[src/rtl/microwave_pkg.sv]
// Shared constants for the microwave controller keypad/entry path.
package microwave_pkg;

    localparam int unsigned DIGIT_W      = 4;
    localparam int unsigned BCD_MAX      = 9;
    localparam int unsigned SEC_TENS_MAX = 5;
    localparam int unsigned NUM_DIGITS   = 4;
    localparam int unsigned CNT_W        = 3;

    // Position of each digit in the packed entry register (index 0 = newest).
    localparam int unsigned IDX_SEC_ONES = 0;
    localparam int unsigned IDX_SEC_TENS = 1;
    localparam int unsigned IDX_MIN_ONES = 2;
    localparam int unsigned IDX_MIN_TENS = 3;

    typedef logic [NUM_DIGITS-1:0][DIGIT_W-1:0] entry_t;

endpackage

[src/rtl/keypad_digit_receiver_sync_edge_detect.sv]
// Synchronizes the encoder strobe and code together and flags falling edges
// of the synchronized strobe.
module sync_edge_detect #(
    parameter int unsigned SYNC_STAGES = 2,
    parameter int unsigned W           = 4
) (
    input  logic         clk,
    input  logic         rst,
    input  logic         loadn,
    input  logic [W-1:0] d,
    output logic         press_c,
    output logic [W-1:0] d_sync
);

    logic [SYNC_STAGES-1:0]        loadn_pipe;
    logic [SYNC_STAGES-1:0][W-1:0] d_pipe;
    logic                          loadn_prev;

    // Strobe and code travel through identical stage counts so they stay aligned.
    always_ff @(posedge clk or posedge rst) begin
        if (rst) begin
            loadn_pipe <= '1;
            d_pipe     <= '0;
            loadn_prev <= 1'b1;
        end else begin
            loadn_pipe <= {loadn_pipe[SYNC_STAGES-2:0], loadn};
            d_pipe     <= {d_pipe[SYNC_STAGES-2:0], d};
            loadn_prev <= loadn_pipe[SYNC_STAGES-1];
        end
    end

    assign press_c = ~loadn_pipe[SYNC_STAGES-1] & loadn_prev;
    assign d_sync  = d_pipe[SYNC_STAGES-1];

endmodule

[src/rtl/keypad_digit_receiver.sv]
// Keypad receiver: shifts each new BCD key press into a 4-digit MM:SS entry.
module keypad_digit_receiver
    import microwave_pkg::*;
#(
    parameter int unsigned SYNC_STAGES = 2
) (
    input  logic               clk,
    input  logic               rst,
    input  logic [DIGIT_W-1:0] d,
    input  logic               loadn,
    input  logic               clear,
    input  logic               lock,
    output logic [DIGIT_W-1:0] min_tens,
    output logic [DIGIT_W-1:0] min_ones,
    output logic [DIGIT_W-1:0] sec_tens,
    output logic [DIGIT_W-1:0] sec_ones,
    output logic [CNT_W-1:0]   digit_cnt,
    output logic               time_valid,
    output logic               digit_stb,
    output logic               err_stb
);

    logic               press_c;
    logic [DIGIT_W-1:0] d_sync;

    entry_t             entry_q, entry_d;
    logic [CNT_W-1:0]   cnt_q, cnt_d;
    logic               valid_q, valid_d;
    logic               digit_stb_q, digit_stb_d;
    logic               err_stb_q, err_stb_d;

    sync_edge_detect #(
        .SYNC_STAGES (SYNC_STAGES),
        .W           (DIGIT_W)
    ) u_sync (
        .clk     (clk),
        .rst     (rst),
        .loadn   (loadn),
        .d       (d),
        .press_c (press_c),
        .d_sync  (d_sync)
    );

    // Clear outranks lock and any press; locked presses are dropped silently.
    always_comb begin
        entry_d     = entry_q;
        cnt_d       = cnt_q;
        digit_stb_d = 1'b0;
        err_stb_d   = 1'b0;
        if (clear) begin
            entry_d = '0;
            cnt_d   = '0;
        end else if (press_c && !lock) begin
            if (d_sync <= DIGIT_W'(BCD_MAX)) begin
                entry_d     = {entry_q[NUM_DIGITS-2:0], d_sync};
                digit_stb_d = 1'b1;
                if (cnt_q != CNT_W'(NUM_DIGITS)) begin
                    cnt_d = cnt_q + CNT_W'(1);
                end
            end else begin
                err_stb_d = 1'b1;
            end
        end
        valid_d = (entry_d != '0) && (entry_d[IDX_SEC_TENS] <= DIGIT_W'(SEC_TENS_MAX));
    end

    always_ff @(posedge clk or posedge rst) begin
        if (rst) begin
            entry_q     <= '0;
            cnt_q       <= '0;
            valid_q     <= 1'b0;
            digit_stb_q <= 1'b0;
            err_stb_q   <= 1'b0;
        end else begin
            entry_q     <= entry_d;
            cnt_q       <= cnt_d;
            valid_q     <= valid_d;
            digit_stb_q <= digit_stb_d;
            err_stb_q   <= err_stb_d;
        end
    end

    assign min_tens   = entry_q[IDX_MIN_TENS];
    assign min_ones   = entry_q[IDX_MIN_ONES];
    assign sec_tens   = entry_q[IDX_SEC_TENS];
    assign sec_ones   = entry_q[IDX_SEC_ONES];
    assign digit_cnt  = cnt_q;
    assign time_valid = valid_q;
    assign digit_stb  = digit_stb_q;
    assign err_stb    = err_stb_q;

endmodule
[config.mk]
export PLATFORM = sky130hd
export DESIGN_NAME = keypad_digit_receiver
export DESIGN_NICKNAME = d
export VERILOG_FILES = /design/src/rtl/microwave_pkg.sv /design/src/rtl/keypad_digit_receiver_sync_edge_detect.sv /design/src/rtl/keypad_digit_receiver.sv
export SDC_FILE = /design/constraint.sdc
export NUM_CORES = 1
export LEC_CHECK = 0
export BUFFER_PORTS_ARGS = -buffer_cell sky130_fd_sc_hd__buf_2
export CORE_MARGIN = 1.5
export CORE_UTILIZATION = 55
export CTS_BUF_LIST = sky130_fd_sc_hd__clkbuf_16
export CTS_CLUSTER_DIAMETER = 30
export DETAILED_ROUTE_END_ITERATION = 10
export GPL_ROUTABILITY_DRIVEN = 0
export PLACE_DENSITY = 0.81
export SETUP_SLACK_MARGIN = 0.05
export SYNTH_ARGS = -nofsm -noshare
export SYNTH_HDL_FRONTEND = slang
export SYNTH_SLANG_ARGS = --single-unit
[constraint.sdc]
create_clock -name clk -period 4.2 [get_ports clk]
set_input_delay 0.21 -clock clk [delete_from_list [all_inputs] [get_ports clk]]
set_output_delay 0.21 -clock clk [all_outputs]
set_load 0.005 [all_outputs]
==> impl_results.md <==
* Core ar. at approximately 2200 µm²
* Top post-synthesis cells by count: 30 x dfrtp_1, 29 x nand2_1, 20 x a21oi_1, 4 x nor2_1
* Post-route ant nets at 0
* Top cells by area, synth: dfrtp_1 57%, nand2_1 8.3%, a21oi_1 7.6%, dfstp_2 6.0%, ha_1 1.9%
* Clk_skew at 0.00577 ns
* Chip Height at 52.0 µm
* Gr busiest metal: met2
* First-pass GRT wire length at around 4400 µm
* Largest net degree at the start of global routing at 34
* Met3 GRT Util at 6.03%
* Die area at about 2700 µm²
* Setup TNS at 0 ns
* Rows at 17
* Worst path bufs/invs at 0
* Post-CTS resize count at 0
* Placed wire-length estimate at 1740 µm
* Leakage at 0.774 nW
* WP data arrival at approximately 2.1 ns
* Reg clk slew, reported paths at 0.05 ns
* Min Hold Slack at about 0.020 ns
* Outcome: completed
* Critical Path Start Type: flop
* Initial antenna violation count at 0
* Nature of the critical path endpoint: flop
* GR Layer Usage met1 at 31.3%
* Fillcell total at ~180
* Clock latency on the worst-skew pair at 0.27 ns
* Mapped cell area at 1320 µm²
* Ant. Diodes at 0
* Global-route usage over all layers at a little under a quarter
* Pre-CTS setup slack at ~2.3 ns
* Hold buffers post-CTS at 0
* Initial drt markers at 28
* Clock Tree Buf Depth at 2
* RSZ-0062 raised after global routing: no
* Setup Buffers After CTS at 0
* Vias in the first global route at 945
* Sequential fraction of the synthesis area at 62.9%
* Worst setup margin at 2.27 ns
* GRT overflow at 0
* Port buffer count at 30
* Ys async rst share at 100%
* Syn nets at approximately 130
* Synth area leader: dfrtp_1
* Drt drc at 0
* Syn Area/Cell at 10.8 µm²
* TritonCTS clock tree: done
* Fmax at 517 MHz
* Vias at roughly 1.0k
* Syn Inst Count at 122
* Pre-antenna DRT Iters at 4
* Final Hold Violating Endpoints at 0
* H-tree depth reported by CTS at 2
* Critical path fanouts, max at 15
* CP max-delay cell: dfstp_2
* I/O pin count at 31
* Clock sink total at 33
* Hold crit path type: primary input to asynchronous set/reset pin
* CTS Buf Count at 5
* Pwr/cell area at 432 nW/µm²
* Area grow syn2layout at 23.7%
* Finished Layout Cells at around 190
* Final wirelength at about 2700 µm
* Routed len/inst at ~14 µm
* CP max stage delay at roughly 0.54 ns
* Period utilisation layout at a little under half
* Share of layout cells above drive strength 1 at a little under a third
* # setup viols final at 0
* #FFs+latches synth at 33
* Crit Path Category: flop to flop
* Post-synth EDFFs at 0
* Routing usage on met2 at 34.8%
* Worst slew margin relative to its limit at 64.5%
* Synth Warn # at 0
* Nets at 167
* Worst-Margin Slew at 0.525 ns
* Root Driver: clkbuf_16
* Post-synth cell types at 31
* CP delay by family, top: simple AND/OR/NAND/NOR gates
* Dominant synthesized flop cell: dfrtp_1
* Data required, critical path at 4.35 ns
* Max rail drop VDD at 357 µV
* Via-per-instance ratio at 5.56
* Clock period minus worst slack at around 1.9 ns
* Die X at 52.0 µm
* Max Slew Vio Count at 0
* Max_cap viols at 0
* CP cell instances: nor3b_2 -> nand2_1 -> mux2_2 -> o32a_1
* Post-synth top area share at 56.9%
* Most frequent cell after synthesis: dfrtp_1
* Starting density of the core at between 50% and 60%
* Cells after DPL at 177
cell usage in the layout, fill, tap and decap left out, types with 2 or more instances in the layout:
master / count
nor2_1: 4
dfstp_2: 3
buf_2: 30
nor4_1: 2
inv_1: 4
o21ai_2: 2
clkbuf_16: 5
nand3_1: 3
nand2_1: 29
a21oi_1: 20
ha_1: 2
nor3_1: 2
clkinv_2: 2
dfrtp_1: 30
sequential cells by signal (all words and copies together) (netlist names):
signal,count
sec_tens,4
err_stb,1
min_tens,4
digit_cnt,3
sec_ones,4
u_sync.loadn_pipe,2
u_sync.loadn_prev,1
digit_stb,1
time_valid,1
u_sync.d_pipe,4
min_ones,4
u_sync.d_sync,4
worst paths after layout:
path | endpoint | slack (ns) | depth (start not counted) | from
min in group clk | u_sync.loadn_pipe[0] | 0.03 | 1 | loadn
hold reg to reg | u_sync.d_sync[0] | 0.35 | 0 | u_sync.d_pipe[0]
max in group asynchronous | u_sync.loadn_prev | 3.86 | 3 | rst
setup / recovery | time_valid | 2.27 | 4 | u_sync.loadn_prev
hold / removal | digit_cnt[0] | 0.02 | 3 | rst
setup reg to reg | time_valid | 2.27 | 4 | u_sync.loadn_prev
through the flow:
stage / area [µm²] / util [%] / power (mW)
after CTS: 1630 / 73.1 / 0.711
after detailed placement: 1490 / 66.8 / 0.374
after global routing: 1630 / 73.1 / 0.731
after global placement: 1490 / 66.8 / 0.372
after floorplan: 1320 / - / 0.360
final: 1630 / 73.1 / 0.705
routing by layer:
layer,routed length (µm),share of wire (%),up-vias
met3,122,4.6,5
met2,1320,49,30
li1,-,-,487
met5,0,0,-
met4,38,1.4,0
met1,1200,45,506
logic make-up (layout without fill, tap and decap cells):
group | count (synthesis) | count (layout) | share of synthesized area (%)
mux | 1 | 1 | 0.854
buf+inv | 7 | 42 | 2.28
flops | 33 | 33 | 62.9
compound gates | 30 | 30 | 13.5
fa+ha+maj | 2 | 2 | 1.90
simple gates | 48 | 48 | 17.9
xor+xnor | 1 | 1 | 0.664
worst min-delay path, delay by kind of cell:
family	cells	cell delay (ns)
buffers and inverters	3	0.50
where the power goes:
group          switching (mW)  total, mW  internal, mW
combinational          0.0221     0.0346        0.0125
clock                   0.122      0.336         0.214
sequential            0.00665      0.335         0.328
total                   0.150      0.705         0.555
area by class of cell:
class,count,area (µm²),share of cell area [%]
sequential,33,830,50.8
clock buffer,5,125,7.67
inverter,3,11.3,0.690
timing repair buffer,31,158,9.66
multi-input combinational,82,459,28.1
tap,28,35.0,2.15
clock inverter,3,13.8,0.844
Power figures use the tool's default switching activity.
